**src/rtl/gol_pkg.sv**
```systemverilog
// Shared types and constants for the Game-of-Life LED matrix scanner.
// Row indices are 3 bits wide and address an 8x8 grid packed row-major into 64 bits.
package gol_pkg;

    typedef enum logic [1:0] {
        IDLE,
        BLANK,
        SCAN
    } scan_state_t;

    localparam int GRID_W    = 64;
    localparam int ROW_W     = 8;
    localparam int NUM_ROWS  = 8;
    localparam int ROW_IDX_W = 3;

    function automatic logic [ROW_W-1:0] row_onehot(input logic [ROW_IDX_W-1:0] row);
        return ROW_W'(1) << row;
    endfunction

endpackage

```
**src/rtl/gol_display_scan_tick_divider.sv**
```systemverilog
// Counts the cycles a row stays lit and strobes on the last one.
// The counter sits at zero whenever the scanner is not in SCAN.
module tick_divider #(
    parameter int CLK_DIV = 1000
) (
    input  logic clk,
    input  logic reset,
    input  logic run_i,
    output logic last_o
);

    localparam int CNT_W = (CLK_DIV > 1) ? $clog2(CLK_DIV) : 1;

    logic [CNT_W-1:0] cnt_q;
    logic [CNT_W-1:0] cnt_d;

    assign last_o = run_i && (cnt_q == CNT_W'(CLK_DIV - 1));

    always_comb begin
        cnt_d = '0;
        if (run_i && !last_o) begin
            cnt_d = cnt_q + 1'b1;
        end
    end

    always_ff @(posedge clk or posedge reset) begin
        if (reset) begin
            cnt_q <= '0;
        end else begin
            cnt_q <= cnt_d;
        end
    end

endmodule

```
**src/rtl/gol_display_scan.sv**
```systemverilog
// Multiplexed 8x8 LED scanner: lights one row at a time with a blank gap between rows,
// double-buffers the incoming grid so a frame never mixes two generations.
module gol_display_scan
    import gol_pkg::*;
#(
    parameter int CLK_DIV        = 1000,
    parameter int FRAMES_PER_GEN = 30,
    parameter bit ACTIVE_LOW     = 1'b0
) (
    input  logic              clk,
    input  logic              reset,
    input  logic [GRID_W-1:0] grid_in,
    input  logic              load,
    input  logic              enable,
    output logic [ROW_W-1:0]  row_sel,
    output logic [ROW_W-1:0]  col_data,
    output logic              frame_done,
    output logic              gen_step,
    output logic              busy
);

    // Polarity is folded into the output flops so the pins stay pure register outputs.
    localparam logic [ROW_W-1:0] POL_MASK = {ROW_W{ACTIVE_LOW}};

    scan_state_t           state_q, state_d;
    logic [ROW_IDX_W-1:0]  row_q, row_d;
    logic [7:0]            frame_cnt_q, frame_cnt_d;
    logic [GRID_W-1:0]     pending_q, pending_d;
    logic                  pend_valid_q, pend_valid_d;
    logic [GRID_W-1:0]     display_q, display_d;
    logic [ROW_W-1:0]      row_sel_q, row_sel_d;
    logic [ROW_W-1:0]      col_data_q, col_data_d;
    logic                  frame_done_q, frame_done_d;
    logic                  gen_step_q, gen_step_d;
    logic                  busy_q, busy_d;
    logic                  boundary;
    logic                  scan_run;
    logic                  row_last;

    assign scan_run = enable && (state_q == SCAN);

    tick_divider #(
        .CLK_DIV(CLK_DIV)
    ) u_tick_divider (
        .clk   (clk),
        .reset (reset),
        .run_i (scan_run),
        .last_o(row_last)
    );

    always_comb begin
        state_d      = state_q;
        row_d        = row_q;
        frame_cnt_d  = frame_cnt_q;
        frame_done_d = 1'b0;
        gen_step_d   = 1'b0;
        boundary     = 1'b0;

        if (!enable) begin
            state_d     = IDLE;
            row_d       = '0;
            frame_cnt_d = '0;
        end else begin
            unique case (state_q)
                IDLE: begin
                    state_d  = BLANK;
                    row_d    = '0;
                    boundary = 1'b1;
                end
                BLANK: begin
                    state_d = SCAN;
                end
                SCAN: begin
                    if (row_last) begin
                        state_d = BLANK;
                        row_d   = row_q + 1'b1;
                        if (row_q == ROW_IDX_W'(NUM_ROWS - 1)) begin
                            boundary     = 1'b1;
                            frame_done_d = 1'b1;
                            if (frame_cnt_q == 8'(FRAMES_PER_GEN - 1)) begin
                                gen_step_d  = 1'b1;
                                frame_cnt_d = '0;
                            end else begin
                                frame_cnt_d = frame_cnt_q + 1'b1;
                            end
                        end
                    end
                end
                default: begin
                    state_d = IDLE;
                    row_d   = '0;
                end
            endcase
        end
    end

    // A load landing on the boundary edge bypasses the pending buffer entirely.
    always_comb begin
        pending_d    = pending_q;
        pend_valid_d = pend_valid_q;
        display_d    = display_q;
        if (load) begin
            pending_d    = grid_in;
            pend_valid_d = 1'b1;
        end
        if (boundary) begin
            if (load) begin
                display_d    = grid_in;
                pend_valid_d = 1'b0;
            end else if (pend_valid_q) begin
                display_d    = pending_q;
                pend_valid_d = 1'b0;
            end
        end
    end

    always_comb begin
        row_sel_d  = POL_MASK;
        col_data_d = POL_MASK;
        if (state_d == SCAN) begin
            row_sel_d  = row_onehot(row_d) ^ POL_MASK;
            col_data_d = display_d[int'(row_d) * ROW_W +: ROW_W] ^ POL_MASK;
        end
        busy_d = (state_d != IDLE);
    end

    always_ff @(posedge clk or posedge reset) begin
        if (reset) begin
            state_q      <= IDLE;
            row_q        <= '0;
            frame_cnt_q  <= '0;
            pending_q    <= '0;
            pend_valid_q <= 1'b0;
            display_q    <= '0;
            row_sel_q    <= POL_MASK;
            col_data_q   <= POL_MASK;
            frame_done_q <= 1'b0;
            gen_step_q   <= 1'b0;
            busy_q       <= 1'b0;
        end else begin
            state_q      <= state_d;
            row_q        <= row_d;
            frame_cnt_q  <= frame_cnt_d;
            pending_q    <= pending_d;
            pend_valid_q <= pend_valid_d;
            display_q    <= display_d;
            row_sel_q    <= row_sel_d;
            col_data_q   <= col_data_d;
            frame_done_q <= frame_done_d;
            gen_step_q   <= gen_step_d;
            busy_q       <= busy_d;
        end
    end

    assign row_sel    = row_sel_q;
    assign col_data   = col_data_q;
    assign frame_done = frame_done_q;
    assign gen_step   = gen_step_q;
    assign busy       = busy_q;

endmodule

```
**config.mk**
```make
export PLATFORM = sky130hd
export DESIGN_NAME = gol_display_scan
export DESIGN_NICKNAME = d
export VERILOG_FILES = /design/src/rtl/gol_pkg.sv /design/src/rtl/gol_display_scan_tick_divider.sv /design/src/rtl/gol_display_scan.sv
export SDC_FILE = /design/constraint.sdc
export NUM_CORES = 1
export LEC_CHECK = 0
export ABC_AREA = 1
export CORE_MARGIN = 1
export CORE_UTILIZATION = 50
export DETAILED_ROUTE_END_ITERATION = 6
export PLACE_DENSITY = 0.72
export SLEW_MARGIN = 20
export SYNTH_ARGS = -nofsm -noshare
export SYNTH_HDL_FRONTEND = slang
export SYNTH_SLANG_ARGS = --single-unit
```
**constraint.sdc**
```tcl
create_clock -name clk -period 6.76 [get_ports clk]
set_input_delay 1.352 -clock clk [delete_from_list [all_inputs] [get_ports clk]]
set_output_delay 1.352 -clock clk [all_outputs]
set_load 0.005 [all_outputs]
```
==> impl_metrics.ini <==
[final_layout]
finalNonFillerCells = 1425
layout_commonest_cell = nand2_1
design_area_um2 = 10140
layout_common_cells = nand2_1, dfrtp_1, inv_1, o21ai_0, clkdlybuf4s50_1
finalNetCount = 1269
diodes = 0
drive_gt1_frac = 0.06224
syn2layout_area_growth_pct = 18.39

[logic_synthesis]
yosys_warnings = 0
yosysSeqAreaShare = 0.4995
syn-cell-area_um2 = 8567
syn_nets = 1211
synthTopCellsByArea = dfrtp_1, nand2_1, inv_1
synth.distinct_cells = 31
synth_edf_count = 0
yosysTopAreaCellShare = 0.4995
avgSynthCellArea_um2 = 7.555
syn_inst = 1134
synthFlopType = dfrtp_1
async_reset_ff_frac = 1.000
synth_seq_cells = 171
yosysTopAreaCell = dfrtp_1

[timing]
fin_crit_ns = 3.902
fmax_ghz = 0.2563
period_share = 0.5772
finClkSkew_ns = 0.009810
worst_slew_pin_slew_ns = 1.050
slew_violations = 0
rsz0062_at_grt = no
fin_setup_tns_ns = 0
relSlewSlack = 0.3003
hold_slack_ns = 0.4631
hold_violations = 0
setup_viol = 0

[clocking]
ctsHoldBuffers = 0
h-tree-depth = 4
post_cts_resized = 0
cts_setup_buffers = 0
clk_path_buf_depth = 2
cts_tree = yes
cts_root_buffer = clkbuf_16
clk_pin_slew_ns = 0.06
numCtsBuffers = 17
clkSinkCount = 171
clk_latency_ns = 0.43

[global_route]
overflow = 0
grt_pass1_wl_um = 33850
grt_pass1_vias = 7021
grt_max_degree = 115
antenna_found_initial = 1
grt_use_total = 0.2418

[routing]
vias = 7284
drt-total-wl_um = 20080
via_per_inst = 5.112
drtAntennaViolNets = 0
drc = 0
drt_iter0_drc = 587
firstDrtPassIters = 7
avgRoutedWirePerCell_um = 14.09

[worst_setup_path]
worstPathCellList = clkdlybuf4s50_1 > nand2_1 > inv_2 > nand4_2 > a21oi_4 > buf_4 > nand3_1 > nand2_1 > nand2_1 > nand2_1 > nand2_1 > nand3_1 > nand2_1
crit_type = input port to flip-flop
setup.worst_path.start_class = input port
worstPathArrival_ns = 4.21
cp_max_fo = 91
path_buf_inv = 3
crit_family = buffers and inverters
cpPeakStageDelay_ns = 0.79
crit_top_cell = nand2_1
critPathSlowestCell = clkdlybuf4s50_1
endpoint_kind = flip-flop
critical_path_required_ns = 7.07

[power]
p_clk_frac = 0.332
intPower_mw = 2.125
p_sw_mw = 0.9730
pwr-share-comb = 0.244
power_mw = 3.098
p_leak_nw = 5.122
seqPwrFrac = 0.424
switching_share = 0.3141
ir_drop_v = 0.0001906
p_per_area_nw_per_um2 = 305.4

[job]
maxCapViolCount = 0

[die]
die_area_um2 = 17660
core_area_um2 = 16640
die_h_um = 132.9
die_w_um = 132.9
initial_utilization = 0.5148
num_rows = 47
ios = 87

[placed_design]
post-dp-hpwl_um = 12980
placed_area_um2 = 9522
dp_cells = 1393
place.gp.congestion = 0.8068
port_buffers = 86

[status]
outcome = finished clean

[hold_path]
min_path_type = flip-flop to flip-flop
## per-layer routing
metal | wire (um) | vias up | GRT usage
li1 | - | 3646 | -
met1 | 9213 | 3425 | 0.3257
met2 | 9504 | 188 | 0.3871
met3 | 1054 | 25 | 0.05900
met4 | 308 | 0 | 0.07088
met5 | 0 | - | 0
## worst paths after layout
| kind | start | to | slack [ns] | depth (start not counted) |
|---|---|---|---|---|
| min in group asynchronous | reset | u_tick_divider.cnt_q[0] | 1.45 | 2 |
| max reg2reg | state_q[0] | col_data[2] | 3.84 | 14 |
| min reg2reg | pending_q[4] | pending_q[4] | 0.46 | 2 |
| min | pending_q[4] | pending_q[4] | 0.46 | 2 |
| max | enable | col_data[2] | 2.86 | 13 |
| max in group asynchronous | reset | pend_valid_q | 4.24 | 3 |
## layout make-up
class | instances | area [um^2]
Multi-Input combinational cell | 744 | 3430
Tap cell | 220 | 275.3
Clock inverter | 12 | 171.4
Inverter | 164 | 620.6
Clock buffer | 20 | 446.7
Fill cell | 1478 | 6500
Sequential cell | 171 | 4280
Timing Repair Buffer | 94 | 918.4
## power by group through the flow
| stage | clock network (mW) | logic, mW | registers, mW |
|---|---|---|---|
| after floorplan | 0 | 0.556 | 1.30 |
| after global placement | 0 | 0.732 | 1.32 |
| after detailed placement | 0 | 0.752 | 1.33 |
| after CTS | 1.05 | 0.762 | 1.31 |
| after global routing | 1.09 | 0.870 | 1.33 |
| final | 1.03 | 0.755 | 1.31 |
## state kept, by name, indices dropped and copies added (netlist names)
signal	count
display_q	64
pending_q	64
u_tick_divider.cnt_q	10
col_data	8
frame_cnt_q	8
row_sel	8
row_q	3
state_q	2
busy	1
frame_done	1
gen_step	1
pend_valid_q	1
## Yosys cell counts, drive strengths merged (6+ instances only)
| cell | count |
|---|---|
| a21boi | 8 |
| nand4 | 6 |
| inv | 164 |
| nor2 | 50 |
| o21ai | 118 |
| dfrtp | 171 |
| a21oi | 57 |
| ha | 9 |
| clkbuf | 26 |
| or2 | 19 |
| nand3 | 72 |
| o21a | 14 |
| nand2 | 371 |
| buf | 29 |
## per-stage QoR
stage,utilization,setup WS [ns]
floorplan,-,0.7762
global route,0.6094,2.601
CTS,0.6093,2.933
finish,0.6094,2.858
detailed placement,0.5721,2.495
global placement,0.5721,2.498
## kinds of logic after synthesis
family / share of synthesized area
compound gates: 0.1291
xor+xnor: 0.006134
fa+ha+maj: 0.01314
buf+inv: 0.1005
flops: 0.4995
simple gates: 0.2516
## worst reg2reg max path, stage by stage (launching register included)
cell	delay, ns
dfrtp_1	0.42
inv_1	0.13
ha_1	0.25
nand2_1	0.11
inv_2	0.12
nand4_2	0.18
a21oi_4	0.15
buf_4	0.71
nand3_1	0.19
nand2_1	0.15
nand2_1	0.06
nand2_1	0.07
nand2_1	0.10
nand3_1	0.12
nand2_1	0.06
Power figures use the tool's default switching activity.
